===== config.mk =====
export PLATFORM = sky130hd
export DESIGN_NAME = frame_sync
export DESIGN_NICKNAME = d
export VERILOG_FILES = /design/src/rtl/frame_sync_pkg.sv /design/src/rtl/frame_sync_bit_gap_timer.sv /design/src/rtl/frame_sync.sv
export SDC_FILE = /design/constraint.sdc
export NUM_CORES = 1
export LEC_CHECK = 0
export CAP_MARGIN = 20
export CORE_UTILIZATION = 52
export DETAILED_ROUTE_END_ITERATION = 8
export PLACE_DENSITY = 0.78
export SYNTH_ARGS = -nofsm -noshare
export SYNTH_HDL_FRONTEND = slang
export SYNTH_SLANG_ARGS = --single-unit

===== constraint.sdc =====
create_clock -name inClock -period 5 [get_ports inClock]
set_clock_uncertainty 0.05 [all_clocks]
set_input_delay 0.5 -clock inClock [delete_from_list [all_inputs] [get_ports inClock]]
set_output_delay 0.5 -clock inClock [all_outputs]
set_load 0.01 [all_outputs]

===== src/rtl/frame_sync_pkg.sv =====
// Shared types and constants for the receive-side frame synchroniser.
// Bits arrive LSB first; the helpers below keep that ordering in one place.
package frame_sync_pkg;

  typedef enum logic [1:0] {
    HUNT    = 2'd0,
    HEADER  = 2'd1,
    PAYLOAD = 2'd2
  } syncState_e;

  localparam logic [7:0] SFD_DEFAULT = 8'hA7;
  localparam int PHR_BITS = 8;
  localparam int LEN_W    = 7;
  localparam int CNT_W    = 10;

  // Payload bit count for a length in octets (max 127 * 8 = 1016).
  function automatic logic [CNT_W-1:0] payloadBits(input logic [LEN_W-1:0] lenOctets);
    return {lenOctets, 3'b000};
  endfunction

endpackage


===== src/rtl/frame_sync_bit_gap_timer.sv =====
// Gap watchdog: reloads on every bit strobe and reports a timeout once
// GAP_TIMEOUT consecutive cycles have passed without one.
module bit_gap_timer
#(
  parameter int GAP_TIMEOUT = 64
) (
  input  logic clock,
  input  logic reset,
  input  logic clear,
  input  logic load,
  output logic timeout
);

  localparam logic [7:0] RELOAD = 8'(GAP_TIMEOUT - 1);

  logic [7:0] remain_r;
  logic [7:0] remainNext_s;

  // Count selection: clear and load both rearm, otherwise count down to zero.
  always_comb begin
    remainNext_s = remain_r;
    if (clear || load) begin
      remainNext_s = RELOAD;
    end else if (remain_r != 8'd0) begin
      remainNext_s = remain_r - 8'd1;
    end else begin
      remainNext_s = remain_r;
    end
  end

  // Count register.
  always_ff @(posedge clock) begin
    if (reset) begin
      remain_r <= 8'd0;
    end else begin
      remain_r <= remainNext_s;
    end
  end

  // A strobe in the expiring cycle wins, so load suppresses the timeout.
  assign timeout = !clear && !load && (remain_r == 8'd0);

endmodule


===== src/rtl/frame_sync.sv =====
// Frame synchroniser: hunts for the SFD in the recovered bit stream, captures
// the PHR length and forwards that many payload octets as FIFO write strobes.
module frame_sync
  import frame_sync_pkg::*;
#(
  parameter logic [7:0] SFD         = SFD_DEFAULT,
  parameter int         GAP_TIMEOUT = 64
) (
  input  logic             inClock,
  input  logic             inReset,
  input  logic             inData,
  input  logic             inFlag,
  input  logic             inFull,
  output logic             outWriteEnable,
  output logic             outData,
  output logic             outFrameStart,
  output logic             outFrameEnd,
  output logic [LEN_W-1:0] outLength,
  output logic             outBusy,
  output logic             outLengthError,
  output logic             outAbort,
  output logic             outOverflow
);

  syncState_e state_r;
  syncState_e stateNext_s;

  // sr[0] falls out on every update, so only the upper seven bits are stored.
  logic [PHR_BITS-2:0] srHist_r;
  logic [PHR_BITS-1:0] srUpdated_s;
  logic [LEN_W-1:0]    phr_r;
  logic [2:0]          hdrCnt_r;
  logic [CNT_W-1:0]    payCnt_r;

  logic sfdHit_s;
  logic hdrLast_s;
  logic payLast_s;
  logic inFrame_s;
  logic timeout_s;

  logic             weNext_s;
  logic             dataNext_s;
  logic             startNext_s;
  logic             endNext_s;
  logic             lenErrNext_s;
  logic             abortNext_s;
  logic             ovfNext_s;
  logic             busyNext_s;
  logic [LEN_W-1:0] lengthNext_s;

  assign srUpdated_s = {inData, srHist_r};
  assign sfdHit_s    = (srUpdated_s == SFD);
  assign hdrLast_s   = (hdrCnt_r == 3'd7);
  assign payLast_s   = (payCnt_r == CNT_W'(1));
  assign inFrame_s   = (state_r != HUNT);

  bit_gap_timer #(
    .GAP_TIMEOUT(GAP_TIMEOUT)
  ) gapTimer (
    .clock  (inClock),
    .reset  (inReset),
    .clear  (!inFrame_s),
    .load   (inFlag),
    .timeout(timeout_s)
  );

  // State register.
  always_ff @(posedge inClock) begin
    if (inReset) begin
      state_r <= HUNT;
    end else begin
      state_r <= stateNext_s;
    end
  end

  // Next-state logic; a bit strobe always takes priority over the watchdog.
  always_comb begin
    stateNext_s = state_r;
    case (state_r)
      HUNT: begin
        if (inFlag && sfdHit_s) begin
          stateNext_s = HEADER;
        end else begin
          stateNext_s = HUNT;
        end
      end
      HEADER: begin
        if (inFlag && hdrLast_s) begin
          stateNext_s = (phr_r == 7'd0) ? HUNT : PAYLOAD;
        end else if (!inFlag && timeout_s) begin
          stateNext_s = HUNT;
        end else begin
          stateNext_s = HEADER;
        end
      end
      PAYLOAD: begin
        if (inFlag && payLast_s) begin
          stateNext_s = HUNT;
        end else if (!inFlag && timeout_s) begin
          stateNext_s = HUNT;
        end else begin
          stateNext_s = PAYLOAD;
        end
      end
      default: stateNext_s = HUNT;
    endcase
  end

  // Shift register, PHR capture and payload bit counter.
  always_ff @(posedge inClock) begin
    if (inReset) begin
      srHist_r <= 7'd0;
      phr_r    <= 7'd0;
      hdrCnt_r <= 3'd0;
      payCnt_r <= 10'd0;
    end else begin
      case (state_r)
        HUNT: begin
          hdrCnt_r <= 3'd0;
          if (inFlag) begin
            srHist_r <= srUpdated_s[PHR_BITS-1:1];
          end
        end
        HEADER: begin
          if (inFlag) begin
            hdrCnt_r <= hdrCnt_r + 3'd1;
            // The eighth PHR bit is the reserved bit and is never stored.
            if (hdrLast_s) begin
              payCnt_r <= payloadBits(phr_r);
            end else begin
              phr_r <= {inData, phr_r[LEN_W-1:1]};
            end
          end else if (timeout_s) begin
            srHist_r <= 7'd0;
          end
        end
        PAYLOAD: begin
          if (inFlag) begin
            payCnt_r <= payCnt_r - CNT_W'(1);
            if (payLast_s) begin
              srHist_r <= 7'd0;
            end
          end else if (timeout_s) begin
            srHist_r <= 7'd0;
            payCnt_r <= 10'd0;
          end
        end
        default: begin
          srHist_r <= 7'd0;
        end
      endcase
    end
  end

  // Output decode for the cycle after the current edge.
  always_comb begin
    weNext_s     = 1'b0;
    dataNext_s   = 1'b0;
    startNext_s  = 1'b0;
    endNext_s    = 1'b0;
    lenErrNext_s = 1'b0;
    abortNext_s  = 1'b0;
    ovfNext_s    = 1'b0;
    lengthNext_s = outLength;
    busyNext_s   = (stateNext_s != HUNT);
    case (state_r)
      HUNT: begin
        lengthNext_s = outLength;
      end
      HEADER: begin
        if (inFlag && hdrLast_s) begin
          if (phr_r == 7'd0) begin
            lenErrNext_s = 1'b1;
          end else begin
            startNext_s  = 1'b1;
            lengthNext_s = phr_r;
          end
        end else if (!inFlag && timeout_s) begin
          abortNext_s = 1'b1;
        end else begin
          abortNext_s = 1'b0;
        end
      end
      PAYLOAD: begin
        if (inFlag) begin
          if (inFull) begin
            ovfNext_s = 1'b1;
          end else begin
            weNext_s   = 1'b1;
            dataNext_s = inData;
          end
          endNext_s = payLast_s;
        end else if (timeout_s) begin
          abortNext_s = 1'b1;
        end else begin
          abortNext_s = 1'b0;
        end
      end
      default: begin
        lengthNext_s = outLength;
      end
    endcase
  end

  // Output registers.
  always_ff @(posedge inClock) begin
    if (inReset) begin
      outWriteEnable <= 1'b0;
      outData        <= 1'b0;
      outFrameStart  <= 1'b0;
      outFrameEnd    <= 1'b0;
      outLength      <= 7'd0;
      outBusy        <= 1'b0;
      outLengthError <= 1'b0;
      outAbort       <= 1'b0;
      outOverflow    <= 1'b0;
    end else begin
      outWriteEnable <= weNext_s;
      outData        <= dataNext_s;
      outFrameStart  <= startNext_s;
      outFrameEnd    <= endNext_s;
      outLength      <= lengthNext_s;
      outBusy        <= busyNext_s;
      outLengthError <= lenErrNext_s;
      outAbort       <= abortNext_s;
      outOverflow    <= ovfNext_s;
    end
  end

endmodule

==> results_dict.tcl, run 1 <==
set metrics [dict create \
    coreArea_um2 4470 \
    yosys-top-cells-area "dfxtp_1, mux2i_1, a21oi_1" \
    ctsHoldBuffers 0 \
    setup_violations 0 \
    layout_min_cycle_time_ns 2.38 \
    power_frac_seq 0.541 \
    drive_gt1_frac 0.0664 \
    synth_most_common_cell "dfxtp_1" \
    rows 24 \
    synth_edf_count 0 \
    grtUsageMet1 0.304 \
    power_density_nw_per_um2 277 \
    status "completed" \
    path_clk_slew_ns 0.09 \
    met2_usage 0.323 \
    antenna_found_initial 0 \
    path_cells "clkdlybuf4s50_1 > nor2_1 > nand3_1 > a211oi_2 > o2bb2ai_1" \
    grt_pass1_vias 1787 \
    cts-root-buf "clkbuf_8" \
    power_frac_comb 0.038 \
    grt_util_met3 0.0427 \
    route.detailed.drc 0 \
    required_ns 5.13 \
    seq_area_frac_synth 0.420 \
    critPathLaunchType "input pin" \
    pwr-share-clk 0.421 \
    path_delay_family "buffers and inverters" \
    path_class "in2reg" \
    die_area_um2 5050 \
    num_antenna_cells 0 \
    drt-total-wl_um 5040 \
    synth_top_area_cell "dfxtp_1" \
    p_leak_nw 1.03 \
    syn_inst 273 \
    cp.arrival_ns 2.51 \
    drtIter0Drc 158 \
    synth-seq-cells 52 \
    drtPass1Iterations 7 \
    syn_area_per_cell_um2 9.08 \
    rsz0062_at_grt "no" \
    cap_violations 0 \
    clock_path_buffers 2 \
    hold_class "reg2reg" \
    critical_path.max_fanout 18 \
    place_congestion 0.823 \
    via_count 2011 \
    cp-end-kind "register" \
    ys_async_sr_fraction 0 \
    p_switching_uw 153 \
    fin_crit_sh 0.476 \
    initial_core_util 0.554 \
    grt_max_degree 50 \
    die_h_um 71.1 \
    port_buffers 19 \
    drtAntennaViolNets 0 \
    fmaxAchievable_mhz 420 \
    cts_tree "done" \
    synthDistinctLibCells 49 \
    ys.flop_type "dfxtp_1" \
    switching_share 0.196 \
    relSlewSlack 0.567 \
    tns_ns 0 \
    via_per_inst 5.95 \
    cts_sinks 52 \
    cts_resized 0 \
    track_usage 0.213 \
    worstSkewPairLatency_ns 0.30 \
    cp_num_buf_inv 1 \
    worst-path-stages 5 \
    grt_overflow 0 \
    cts_buffers 5 \
    syn-num-nets 288 \
    max_slew.worst_pin.slew_ns 0.645 \
    slew_violations 0 \
    post_drt_wl_per_cell_um 14.9 \
    syn_area_um2 2480 \
    min_path_cells 2 \
    intPower_uw 627 \
    yosysWarnings 0 \
    layout.nets 301 \
    post-dp-hpwl_um 3440 \
    max_stage_delay_ns 0.71 \
    h-tree-depth 2 \
    postCtsSetupRepairBufs 0 \
    ys_top_cells_by_count "dfxtp_1, a21oi_1, nor2_1" \
    pin_count 20 \
    hold_violations 0 \
    reg2reg_depth 6 \
    ir_worst_vdd_v 0.000202 \
    netlist.area_leader.share 0.420 \
    die_x_um 71.1 \
    grt_pass1_wl_um 8470 \
    postLayoutCoreUtil 0.629 \
    area_delta_synth_final_pct 13.5 \
    busiest_layer "met2" \
    cpMaxStageDelayCell "clkdlybuf4s50_1" \
    power_uw 779 \
]
==> layer usage <==
| metal | share of wire | vias up | wire length (um) |
|---|---|---|---|
| met5 | 0 | - | 0 |
| met4 | 0.0062 | 0 | 31 |
| met3 | 0.054 | 4 | 274 |
| met2 | 0.45 | 57 | 2260 |
| met1 | 0.49 | 923 | 2480 |
| li1 | - | 1027 | - |
==> cell type report <==
type                    count  area, um^2
fillers                   379        1660
clock inverters             2        60.1
multi-input cells         195        1340
repair buffers             20         198
clock buffers               5        68.8
flip-flops and latches     52        1040
well taps                  52        65.1
inverters                  12        45.0
==> worst paths after layout <==
check | slack (ns) | end | startpoint
worst max register to register | 2.76 | payCnt_r[9] | state_r[0]
worst min-delay path | 0.42 | srHist_r[0] | srHist_r[0]
worst max-delay path | 2.62 | srHist_r[5] | inFlag
worst min register to register | 0.42 | srHist_r[0] | srHist_r[0]
==> stage by stage <==
stage                     worst slack [ns]  instances  hold WS (ns)  area (um^2)
after floorplan                       3.17        273         0.394         2480
after global placement                2.35        331         0.405         2690
after detailed placement              2.32        331         0.410         2690
after CTS                             2.64        338         0.425         2820
after global routing                  2.43        338         0.449         2820
final                                 2.62        338         0.422         2820
==> cells in the final DEF, fill, tap and decap left out, types with 2 or more instances in the layout <==
cell	n
nor2_1	25
and2_1	3
o21ai_0	7
nand2_1	8
nor4_1	2
nor3_1	14
nand3_1	5
clkdlybuf4s50_1	19
a211oi_1	2
dfxtp_1	52
mux2i_1	14
inv_1	12
a31oi_1	3
nor3b_1	2
nand2b_1	10
o31ai_1	5
a32oi_1	2
ha_1	10
a21boi_0	3
or3_1	4
bufinv_16	2
o21a_1	3
or4_1	4
xnor2_1	5
nand4_1	4
a311oi_1	3
o2bb2ai_1	8
a21oi_1	25
clkbuf_8	5
o2111ai_1	2
nor2b_1	3
==> cells by family (layout without fill, tap and decap cells) <==
| kind of cell | Yosys count | in the layout | synth area share |
|---|---|---|---|
| AOI/OAI and AO/OA | 73 | 73 | 0.205 |
| xor gates and xnor gates | 5 | 5 | 0.0177 |
| adders and majority gates | 10 | 10 | 0.0505 |
| buffers and inverters | 26 | 39 | 0.0409 |
| DFF | 52 | 52 | 0.420 |
| muxes | 15 | 15 | 0.0610 |
| and+or+nand+nor | 92 | 92 | 0.205 |
==> power groups by stage <==
stage / Combinational, mW / Clock (mW) / Sequential, mW
after floorplan: 0.0217 / 0 / 0.430
after global placement: 0.0290 / 0 / 0.431
after detailed placement: 0.0296 / 0 / 0.431
after CTS: 0.0297 / 0.337 / 0.422
after global routing: 0.0330 / 0.350 / 0.423
final: 0.0295 / 0.328 / 0.422
==> state kept, by name (all words and copies together) (netlist names), 2 cells and up <==
name,flops
payCnt_r,10
gapTimer.remain_r,8
outLength,7
phr_r,7
srHist_r,7
hdrCnt_r,3
state_r,2
==> worst reg2reg max path, delay by kind of cell (launching register included) <==
family | cells | cell delay [ns]
DFF | 1 | 0.35
AOI/OAI and AO/OA | 3 | 0.98
adders and majority gates | 1 | 0.47
buffers and inverters | 2 | 0.30
(Power assumes the default switching activity.)
==> run 2, diff against run 1 <==
==> constraint.sdc (replaced) <==
create_clock -name inClock -period 2.2 [get_ports inClock]
set_clock_uncertainty 0.05 [all_clocks]
set_input_delay 0.22 -clock inClock [delete_from_list [all_inputs] [get_ports inClock]]
set_output_delay 0.22 -clock inClock [all_outputs]
set_load 0.01 [all_outputs]
==> results_dict.tcl, run 2 (synthesized netlist as in run 1, its figures left out) <==
set metrics [dict create \
    power_frac_comb 0.041 \
    track_usage 0.219 \
    cts_sinks 52 \
    drtPass1Iterations 6 \
    rows 24 \
    port_buffers 19 \
    drtAntennaViolNets 0 \
    num_antenna_cells 0 \
    antenna_found_initial 0 \
    intPower_mw 1.43 \
    cap_violations 0 \
    power_density_nw_per_um2 616 \
    grt_max_degree 33 \
    switching_share 0.198 \
    top_register "payCnt_r" \
    grt_overflow 0 \
    cts-root-buf "clkbuf_8" \
    initial_core_util 0.554 \
    largest_reg_flops 10 \
    slew_violations 0 \
    post_drt_wl_per_cell_um 15.0 \
    p_leak_nw 1.08 \
    pwr-share-clk 0.421 \
    coreArea_um2 4470 \
    worstSkewPairLatency_ns 0.30 \
    layout.nets 311 \
    critPathLaunchType "register" \
    path_delay_family "compound AO/OA/AOI/OAI gates" \
    reg_top3 "payCnt_r (10), gapTimer.remain_r (8)" \
    cts_tree "done" \
    clock_path_buffers 2 \
    via_count 2117 \
    place_congestion 0.918 \
    route.detailed.drc 4 \
    hold_ws_ns 0.425 \
    grt_pass1_vias 1968 \
    fill_cells 375 \
    layout_min_cycle_time_ns 2.00 \
    p_switching_uw 354 \
    max_slew.worst_pin.slew_ns 0.563 \
    power_frac_seq 0.537 \
    cts_buffers 5 \
    required_ns 2.37 \
    layout_common_cells "dfxtp_1, nor2_1, a21oi_1" \
    via_per_inst 6.08 \
    drt-total-wl_um 5230 \
    area_delta_synth_final_pct 16.8 \
    fin_crit_sh 0.908 \
    post-dp-hpwl_um 3650 \
    drive_gt1_frac 0.0980 \
    die_x_um 71.1 \
    fmaxAchievable_mhz 501 \
    cpMaxStageDelayCell "a21oi_1" \
    cp-end-kind "register" \
    die_h_um 71.1 \
    cp_num_buf_inv 1 \
    h-tree-depth 2 \
    layout_commonest_cell "dfxtp_1" \
    path_clk_slew_ns 0.10 \
    path_class "reg2reg" \
    die_area_um2 5050 \
    path_cells "inv_1 > ha_1 > and3_1 > a21oi_1 > nor2_1 > a311oi_1" \
    violations "design-rule violations" \
    status "finished, violations left" \
    postLayoutCoreUtil 0.647 \
    drtIter0Drc 127 \
    rsz0062_at_grt "no" \
    hold_violations 0 \
    ctsHoldBuffers 0 \
    grt_pass1_wl_um 8890 \
    relSlewSlack 0.615 \
    hold_class "reg2reg" \
    cp.arrival_ns 2.16 \
    setup_violations 0 \
    max_stage_delay_ns 0.45 \
    critical_path.max_fanout 9 \
    tns_ns 0 \
    pin_count 20 \
    ir_worst_vdd_v 0.000392 \
]
## run 2: cell count changes in the layout (fill, tap and decap cells not counted), sizes merged
cell,delta
buf,+10
## run 2: power groups by stage
stage          Sequential (mW)  Clock (mW)  Combinational [mW]
2_1_floorplan            0.978           0              0.0493
3_3_place_gp             0.980           0              0.0713
3_5_place_dp             0.980           0              0.0727
4_1_cts                  0.958       0.761              0.0733
5_1_grt                  0.960       0.798              0.0813
6_report                 0.959       0.751              0.0740
## run 2: routing by layer
metal / up-vias / global-route usage / wire length (um)
met3: 12 / 0.0556 / 346
li1: 1037 / - / -
met2: 66 / 0.353 / 2370
met4: 0 / 0.0844 / 85
met5: - / 0 / 0
met1: 1002 / 0.283 / 2420
## run 2: final cells by class
cell class	count	area, um^2	area share
Clock inverter	2	60.1	0.0207
Tap cell	52	65.1	0.0225
Sequential cell	52	1040	0.359
Clock buffer	5	68.8	0.0238
Multi-Input combinational cell	195	1340	0.464
Timing Repair Buffer	30	273	0.0942
Inverter	12	45.0	0.0156
## run 2: repair_timing
action | 4_1_cts | 5_1_grt
setup endpoints to repair | 0 | 1
setup buffers | 0 | 0
resized for setup | 0 | 1
## run 2: through the flow
stage	setup WS (ns)	total power, mW	area [um^2]	std cells
2_1_floorplan	0.374	1.03	2480	273
3_3_place_gp	0.133	1.05	2760	341
3_5_place_dp	0.0851	1.05	2760	341
4_1_cts	0.141	1.79	2890	348
5_1_grt	0.0405	1.84	2900	348
6_report	0.203	1.78	2900	348
## run 2: path summary, 6_finish.rpt
kind,start,end,slack (ns),cells past startpoint
setup reg to reg,state_r[1],payCnt_r[7],0.20,6
hold reg to reg,outLength[4],outLength[4],0.42,2
setup / recovery,state_r[1],payCnt_r[7],0.20,6
hold / removal,outLength[4],outLength[4],0.42,2
## run 2: tightest hold or removal path, delay by kind of cell, from the launching register on
kind	cells	cell delay, ns
flops	1	0.32
compound gates	1	0.05
simple gates	1	0.06
